**src/rtl/spi_slave_burst.sv**
```systemverilog
// Multi-drop SPI slave: decodes ID/address/rw/burst command, then moves DATA_W-bit words on a register bus.
// Define SPI_SLV_ERR_CNT_EN to add the saturating aborted-frame counter err_cnt.
module spi_slave_burst #(
  parameter int         DATA_W = 16,
  parameter int         ADDR_W = 8,
  parameter logic [2:0] MY_ID  = 3'd0,
  parameter bit         CPOL   = 1'b0,
  parameter bit         CPHA   = 1'b0
) (
  input  logic              clk,
  input  logic              rst_n,
  input  logic              sclk,
  input  logic              cs_n,
  input  logic              mosi,
  output logic              miso,
  output logic              miso_oe,
  output logic              reg_wr,
  output logic              reg_rd,
  output logic [ADDR_W-1:0] reg_addr,
  output logic [DATA_W-1:0] reg_wdata,
  input  logic [DATA_W-1:0] reg_rdata,
  output logic              busy
`ifdef SPI_SLV_ERR_CNT_EN
  ,
  output logic [7:0]        err_cnt
`endif
);

  localparam int CMD_W = ADDR_W + 8;
  localparam int MAXW  = (CMD_W > DATA_W) ? CMD_W : DATA_W;
  localparam int SH_W  = MAXW - 1;
  localparam int CNT_W = $clog2(MAXW);
  localparam logic [CNT_W-1:0] CMD_LAST  = CNT_W'(CMD_W - 1);
  localparam logic [CNT_W-1:0] DATA_LAST = CNT_W'(DATA_W - 1);

  typedef enum logic [2:0] {IDLE, CMD, SKIP, WDATA, RDATA} state_t;

  state_t            state;
  logic [CNT_W-1:0]  cnt;
  logic              burst;
  logic              rd_dly;
  logic              sclk_p0, sclk_p1, sclk_p2;
  logic              cs_p0, cs_p1;
  logic              mosi_p0, mosi_p1;
  logic [SH_W-1:0]   sh_in;
  logic [DATA_W-1:0] hold;
  logic [DATA_W-1:0] shift_out;
  logic              lead_edge, trail_edge, sample_edge, shift_edge;
  logic [DATA_W-1:0] data_next;

  // p0/p1: two-flop synchronisers; p2: previous synchronised sclk for edge detection
  always_ff @(posedge clk or negedge rst_n) begin
    if (!rst_n) begin
      sclk_p0 <= CPOL;
      sclk_p1 <= CPOL;
      sclk_p2 <= CPOL;
      cs_p0   <= 1'b1;
      cs_p1   <= 1'b1;
      mosi_p0 <= 1'b0;
      mosi_p1 <= 1'b0;
    end else begin
      sclk_p0 <= sclk;
      sclk_p1 <= sclk_p0;
      sclk_p2 <= sclk_p1;
      cs_p0   <= cs_n;
      cs_p1   <= cs_p0;
      mosi_p0 <= mosi;
      mosi_p1 <= mosi_p0;
    end
  end

  assign lead_edge   = (sclk_p2 == CPOL) && (sclk_p1 != CPOL);
  assign trail_edge  = (sclk_p2 != CPOL) && (sclk_p1 == CPOL);
  assign sample_edge = CPHA ? trail_edge : lead_edge;
  assign shift_edge  = CPHA ? lead_edge  : trail_edge;

  // sh_in holds all but the bit arriving on this sample edge, so command fields sit one bit lower
  assign data_next = {sh_in[DATA_W-2:0], mosi_p1};
  assign busy      = (state != IDLE);

  always_ff @(posedge clk or negedge rst_n) begin
    if (!rst_n) begin
      state     <= IDLE;
      cnt       <= '0;
      burst     <= 1'b0;
      rd_dly    <= 1'b0;
      miso      <= 1'b0;
      miso_oe   <= 1'b0;
      reg_wr    <= 1'b0;
      reg_rd    <= 1'b0;
      reg_addr  <= '0;
      reg_wdata <= '0;
    end else begin
      reg_wr <= 1'b0;
      reg_rd <= 1'b0;
      rd_dly <= reg_rd;
      if (cs_p1 && state != IDLE) begin
        state   <= IDLE;
        cnt     <= '0;
        miso    <= 1'b0;
        miso_oe <= 1'b0;
      end else begin
        case (state)
          IDLE: if (!cs_p1) begin
            cnt   <= '0;
            state <= CMD;
          end
          CMD: if (sample_edge) begin
            if (cnt == CMD_LAST) begin
              cnt <= '0;
              if (sh_in[CMD_W-2 -: 3] != MY_ID) begin
                state <= SKIP;
              end else begin
                reg_addr <= sh_in[ADDR_W+1:2];
                burst    <= sh_in[1];
                if (sh_in[0]) begin
                  reg_rd  <= 1'b1;
                  miso_oe <= 1'b1;
                  state   <= RDATA;
                end else begin
                  state <= WDATA;
                end
              end
            end else begin
              cnt <= cnt + 1'b1;
            end
          end
          WDATA: begin
            // advance the burst address only after the strobe has used it
            if (reg_wr && burst) reg_addr <= reg_addr + 1'b1;
            if (sample_edge) begin
              if (cnt == DATA_LAST) begin
                cnt       <= '0;
                reg_wr    <= 1'b1;
                reg_wdata <= data_next;
                if (!burst) state <= SKIP;
              end else begin
                cnt <= cnt + 1'b1;
              end
            end
          end
          RDATA: begin
            if (shift_edge) miso <= (cnt == '0) ? hold[DATA_W-1] : shift_out[DATA_W-1];
            if (sample_edge) begin
              if (cnt == DATA_LAST) begin
                cnt <= '0;
                if (burst) begin
                  reg_addr <= reg_addr + 1'b1;
                  reg_rd   <= 1'b1;
                end else begin
                  state   <= SKIP;
                  miso    <= 1'b0;
                  miso_oe <= 1'b0;
                end
              end else begin
                cnt <= cnt + 1'b1;
              end
            end
          end
          default: ;
        endcase
      end
    end
  end

  // hold is refilled the clk after each reg_rd and consumed at the next word's first shift edge
  always_ff @(posedge clk) begin
    if (sample_edge) sh_in <= {sh_in[SH_W-2:0], mosi_p1};
    if (rd_dly) hold <= reg_rdata;
    if (state == RDATA && shift_edge)
      shift_out <= (cnt == '0) ? {hold[DATA_W-2:0], 1'b0} : {shift_out[DATA_W-2:0], 1'b0};
  end

`ifdef SPI_SLV_ERR_CNT_EN
  always_ff @(posedge clk or negedge rst_n) begin
    if (!rst_n) begin
      err_cnt <= '0;
    end else if (cs_p1 && cnt != '0 && (state == CMD || state == WDATA || state == RDATA) &&
                 err_cnt != 8'hFF) begin
      err_cnt <= err_cnt + 8'd1;
    end
  end
`endif

endmodule
```
**config.mk**
```make
export PLATFORM = sky130hd
export DESIGN_NAME = spi_slave_burst
export DESIGN_NICKNAME = d
export VERILOG_FILES = /design/src/rtl/spi_slave_burst.sv
export SDC_FILE = /design/constraint.sdc
export NUM_CORES = 1
export LEC_CHECK = 0
export ABC_AREA = 1
export BUFFER_PORTS_ARGS = -buffer_cell sky130_fd_sc_hd__buf_4
export CAP_MARGIN = 20
export CELL_PAD_IN_SITES_DETAIL_PLACEMENT = 1
export CELL_PAD_IN_SITES_GLOBAL_PLACEMENT = 2
export CORE_UTILIZATION = 32
export CTS_CLUSTER_DIAMETER = 50
export DETAILED_ROUTE_END_ITERATION = 12
export MAX_ROUTING_LAYER = met4
export PLACE_DENSITY = 0.77
export SETUP_SLACK_MARGIN = 0.15
export SYNTH_ARGS = -nofsm -noshare
export SYNTH_HDL_FRONTEND = slang
export SYNTH_SLANG_ARGS = --single-unit
```
**constraint.sdc**
```tcl
create_clock -name clk -period 1.7 [get_ports clk]
set_input_delay 0.085 -clock clk [delete_from_list [all_inputs] [get_ports clk]]
set_output_delay 0.085 -clock clk [all_outputs]
set_load 0.005 [all_outputs]
```
==> impl_metrics.yaml <==
run_status:
  status: "finished, final reports clean"
synth:
  synth-adder-area-share: 0.00945
  synth_nets: 439
  synth_area_um2: 3970
  synth_compound_area_frac: 0.0258
  synthXorXnorAreaFrac: 0.00220
  syn_area_per_cell_um2: 9.57
  synth_top_family_by_area: "simple AND/OR/NAND/NOR gates"
  yosysSeqAreaShare: 0.626
  synthSimpleGateAreaFrac: 0.293
  synth_cell_type_count: 29
  synth.area.mux_share: 0
  yosys_warnings: 0
  ys_seq_elements: 90
  syn-instance-count: 415
cells_and_area:
  syn2layout_area_growth_pct: 35.5
  nFillCells: 1379
  num_antenna_cells: 0
  nets: 540
  stdcell_area_um2: 5380
  fin_cells: 689
  drive_gt1_frac: 0.273
routing:
  drc: 0
  vias: 3126
  viasPerCell: 4.54
  first_iter_violations: 136
  wl_per_cell_um: 15.1
  routed_wirelength_um: 10400
  ant_nets: 0
  first_pass_iters: 4
sta:
  period_minus_slack_ps: 1540
  setup_violations: 0
  final_hold_viol_count: 0
  fmax_mhz: 648
  rsz0062_at_grt: "true"
  fin_tns_setup_ps: 0
  maxSlewViolCount: 0
  layout_worst_path_cycle_share: 0.908
  skew_ps: 9.21
  relSlewSlack: 0.593
  worst_pin_slew_ps: 610
pwr:
  p_sw_mw: 2.72
  power.density_nw_per_um2: 1400
  internal_power_mw: 4.84
  comb_power_share: 0.367
  p_leak_nw: 2.53
  sw_frac_of_total: 0.360
  pwr-share-clk: 0.267
  seqPwrFrac: 0.366
  peakVddDrop_mv: 0.755
grt:
  antenna_found_initial: 0
  grt_pass1_wl_um: 16900
  grt_overflow: 0
  gr-usage-all-layers: 0.179
  grt_max_degree: 45
  grt_pass1_vias: 3316
setup_path:
  worst_ep_required_time_ps: 1940
  reg2reg_to: "state[0]"
  path_class: "reg -> reg"
  cp.arrival_ps: 1780
  timing.rr.start: "state[2]"
  startpoint: "state[2]"
  start_kind: "register"
  cp_max_fo: 6
  crit_path_end: "state[0]"
  ff2ff_setup_slack_ps: 160
  cp-end-kind: "register"
  worstRegToRegCells: 8
cts:
  cts_root_buffer: "clkbuf_16"
  clock_latency_ps: 350
  clk_pin_slew_ps: 70
  clockBufferDepth: 2
  cts.sinks: 90
  cts_tree: "done"
  numCtsBuffers: 9
  htreeDepth: 3
floorplan:
  die_h_um: 113
  io_pins: 50
  start_util: 0.329
  num_rows: 40
  placeableCoreArea_um2: 12100
  die_width_um: 113
  dieArea_um2: 12900
placed_design:
  place_hpwl_um: 6930
  gp_congestion: 0.821
  placed_cells: 636
  io_buffer_count: 49
  place_area_um2: 4600
flow_run:
  maxCapViolations: 0
min_path:
  hp-class: "in -> async"
-- kinds of logic (layout without fill, tap and decap cells) --
| family | count (synthesis) | count (layout) |
|---|---|---|
| and+or+nand+nor | 263 | 263 |
| buffers and inverters | 39 | 145 |
| xor gates and xnor gates | 1 | 1 |
| adders and majority gates | 3 | 3 |
| AOI/OAI and AO/OA | 19 | 19 |
| DFF | 90 | 90 |
-- power groups by stage --
stage | clock network, mW | registers [mW] | logic [mW]
4_1_cts | 2.08 | 2.75 | 2.62
2_1_floorplan | 0 | 2.73 | 1.50
6_report | 2.02 | 2.77 | 2.77
5_1_grt | 2.15 | 2.80 | 3.07
3_5_place_dp | 0 | 2.80 | 2.21
3_3_place_gp | 0 | 2.79 | 2.17
-- sequential cells by signal, indices dropped and copies added, names as in the netlist, 3 cells and up --
name       count
cnt            4
shift_out     15
state          3
reg_wdata     16
sh_in         15
hold          16
reg_addr       8
-- placed cells by master, fill, tap and decap left out, types with 8 or more instances in the layout --
master / n
nand2_2: 8
o21ai_0: 11
nand3_2: 8
clkbuf_16: 9
nand2_1: 172
nand3_1: 20
edfxtp_1: 46
inv_1: 27
buf_4: 71
dfrtp_1: 39
nor2_1: 26
nor2_4: 10
dlygate4sd3_1: 20
-- cell usage after synthesis --
master	count	area, um2
nand2_1	178	668
edfxtp_1	46	1380
dfrtp_1	42	1050
nor2_1	30	113
inv_1	29	109
nand3_1	28	140
o21ai_0	11	55.1
nand2_4	6	67.6
nand4_1	5	31.3
nor2_2	5	31.3
nor2_4	5	56.3
buf_4	3	22.5
ha_1	3	37.5
o21ai_1	3	15.0
a21oi_1	2	10.0
buf_6	2	22.5
dfstp_2	2	52.6
inv_2	2	7.51
nand2_2	2	12.5
nand3_2	2	20.0
a21boi_0	1	7.51
a21o_1	1	7.51
buf_2	1	5.00
clkbuf_1	1	3.75
clkinv_1	1	3.75
nand3_4	1	17.5
nand3b_1	1	7.51
o21bai_1	1	7.51
xnor2_1	1	8.76
-- layer usage --
metal	GRT usage	vias to the layer above	wire length, um
li1	-	1530	-
met1	0.221	1519	4730
met2	0.293	59	5130
met3	0.0329	18	361
met4	0.0702	0	188
met5	-	-	0
-- worst min-delay path by stage --
stage | end | startpoint | cells past startpoint
6_report | sclk_p1 | rst_n | 2
5_1_grt | sclk_p1 | sclk_p0 | 0
4_1_cts | sclk_p1 | rst_n | 2
3_5_place_dp | sclk_p1 | rst_n | 1
3_3_place_gp | sclk_p2 | rst_n | 1
2_1_floorplan | burst | rst_n | 0
-- through the flow --
step / setup WS (ps) / hold WS [ps] / utilization / power [mW]
floorplan: 232 / -211 / - / 4.23
global placement: 37.7 / 140 / 0.381 / 4.96
detailed placement: -9.58 / 149 / 0.381 / 5.01
CTS: 136 / 313 / 0.435 / 7.44
global route: 77.5 / 361 / 0.446 / 8.02
finish: 156 / 301 / 0.446 / 7.56
-- worst max-delay path, cell delays in order, from the launching register on --
cell and delay (ps):
dfrtp_2 470, inv_4 110, nand2_1 110, nand3_1 120, nand2_2 100, nor2_1 220
nand3_2 130, nand2_1 100, nand2_1 60
-- layout make-up --
type                       count  area [um2]  share of cell area
timing repair buffer          97         812               0.151
inverter                      32         126              0.0235
sequential                    90        2490               0.462
multi-input combinational    286        1450               0.270
clock buffer                  10         229              0.0425
clock inverter                 6        63.8              0.0119
tap                          168         210              0.0391
-- timing repair --
item,4_1_cts,5_1_grt
gates resized for setup,19,21
pin swaps,5,9
gates cloned,1,0
hold buffers,20,0
setup endpoints to repair,35,32
endpoints found under the hold margin,61,0
buffers inserted,8,8
Power figures use the tool's default switching activity.
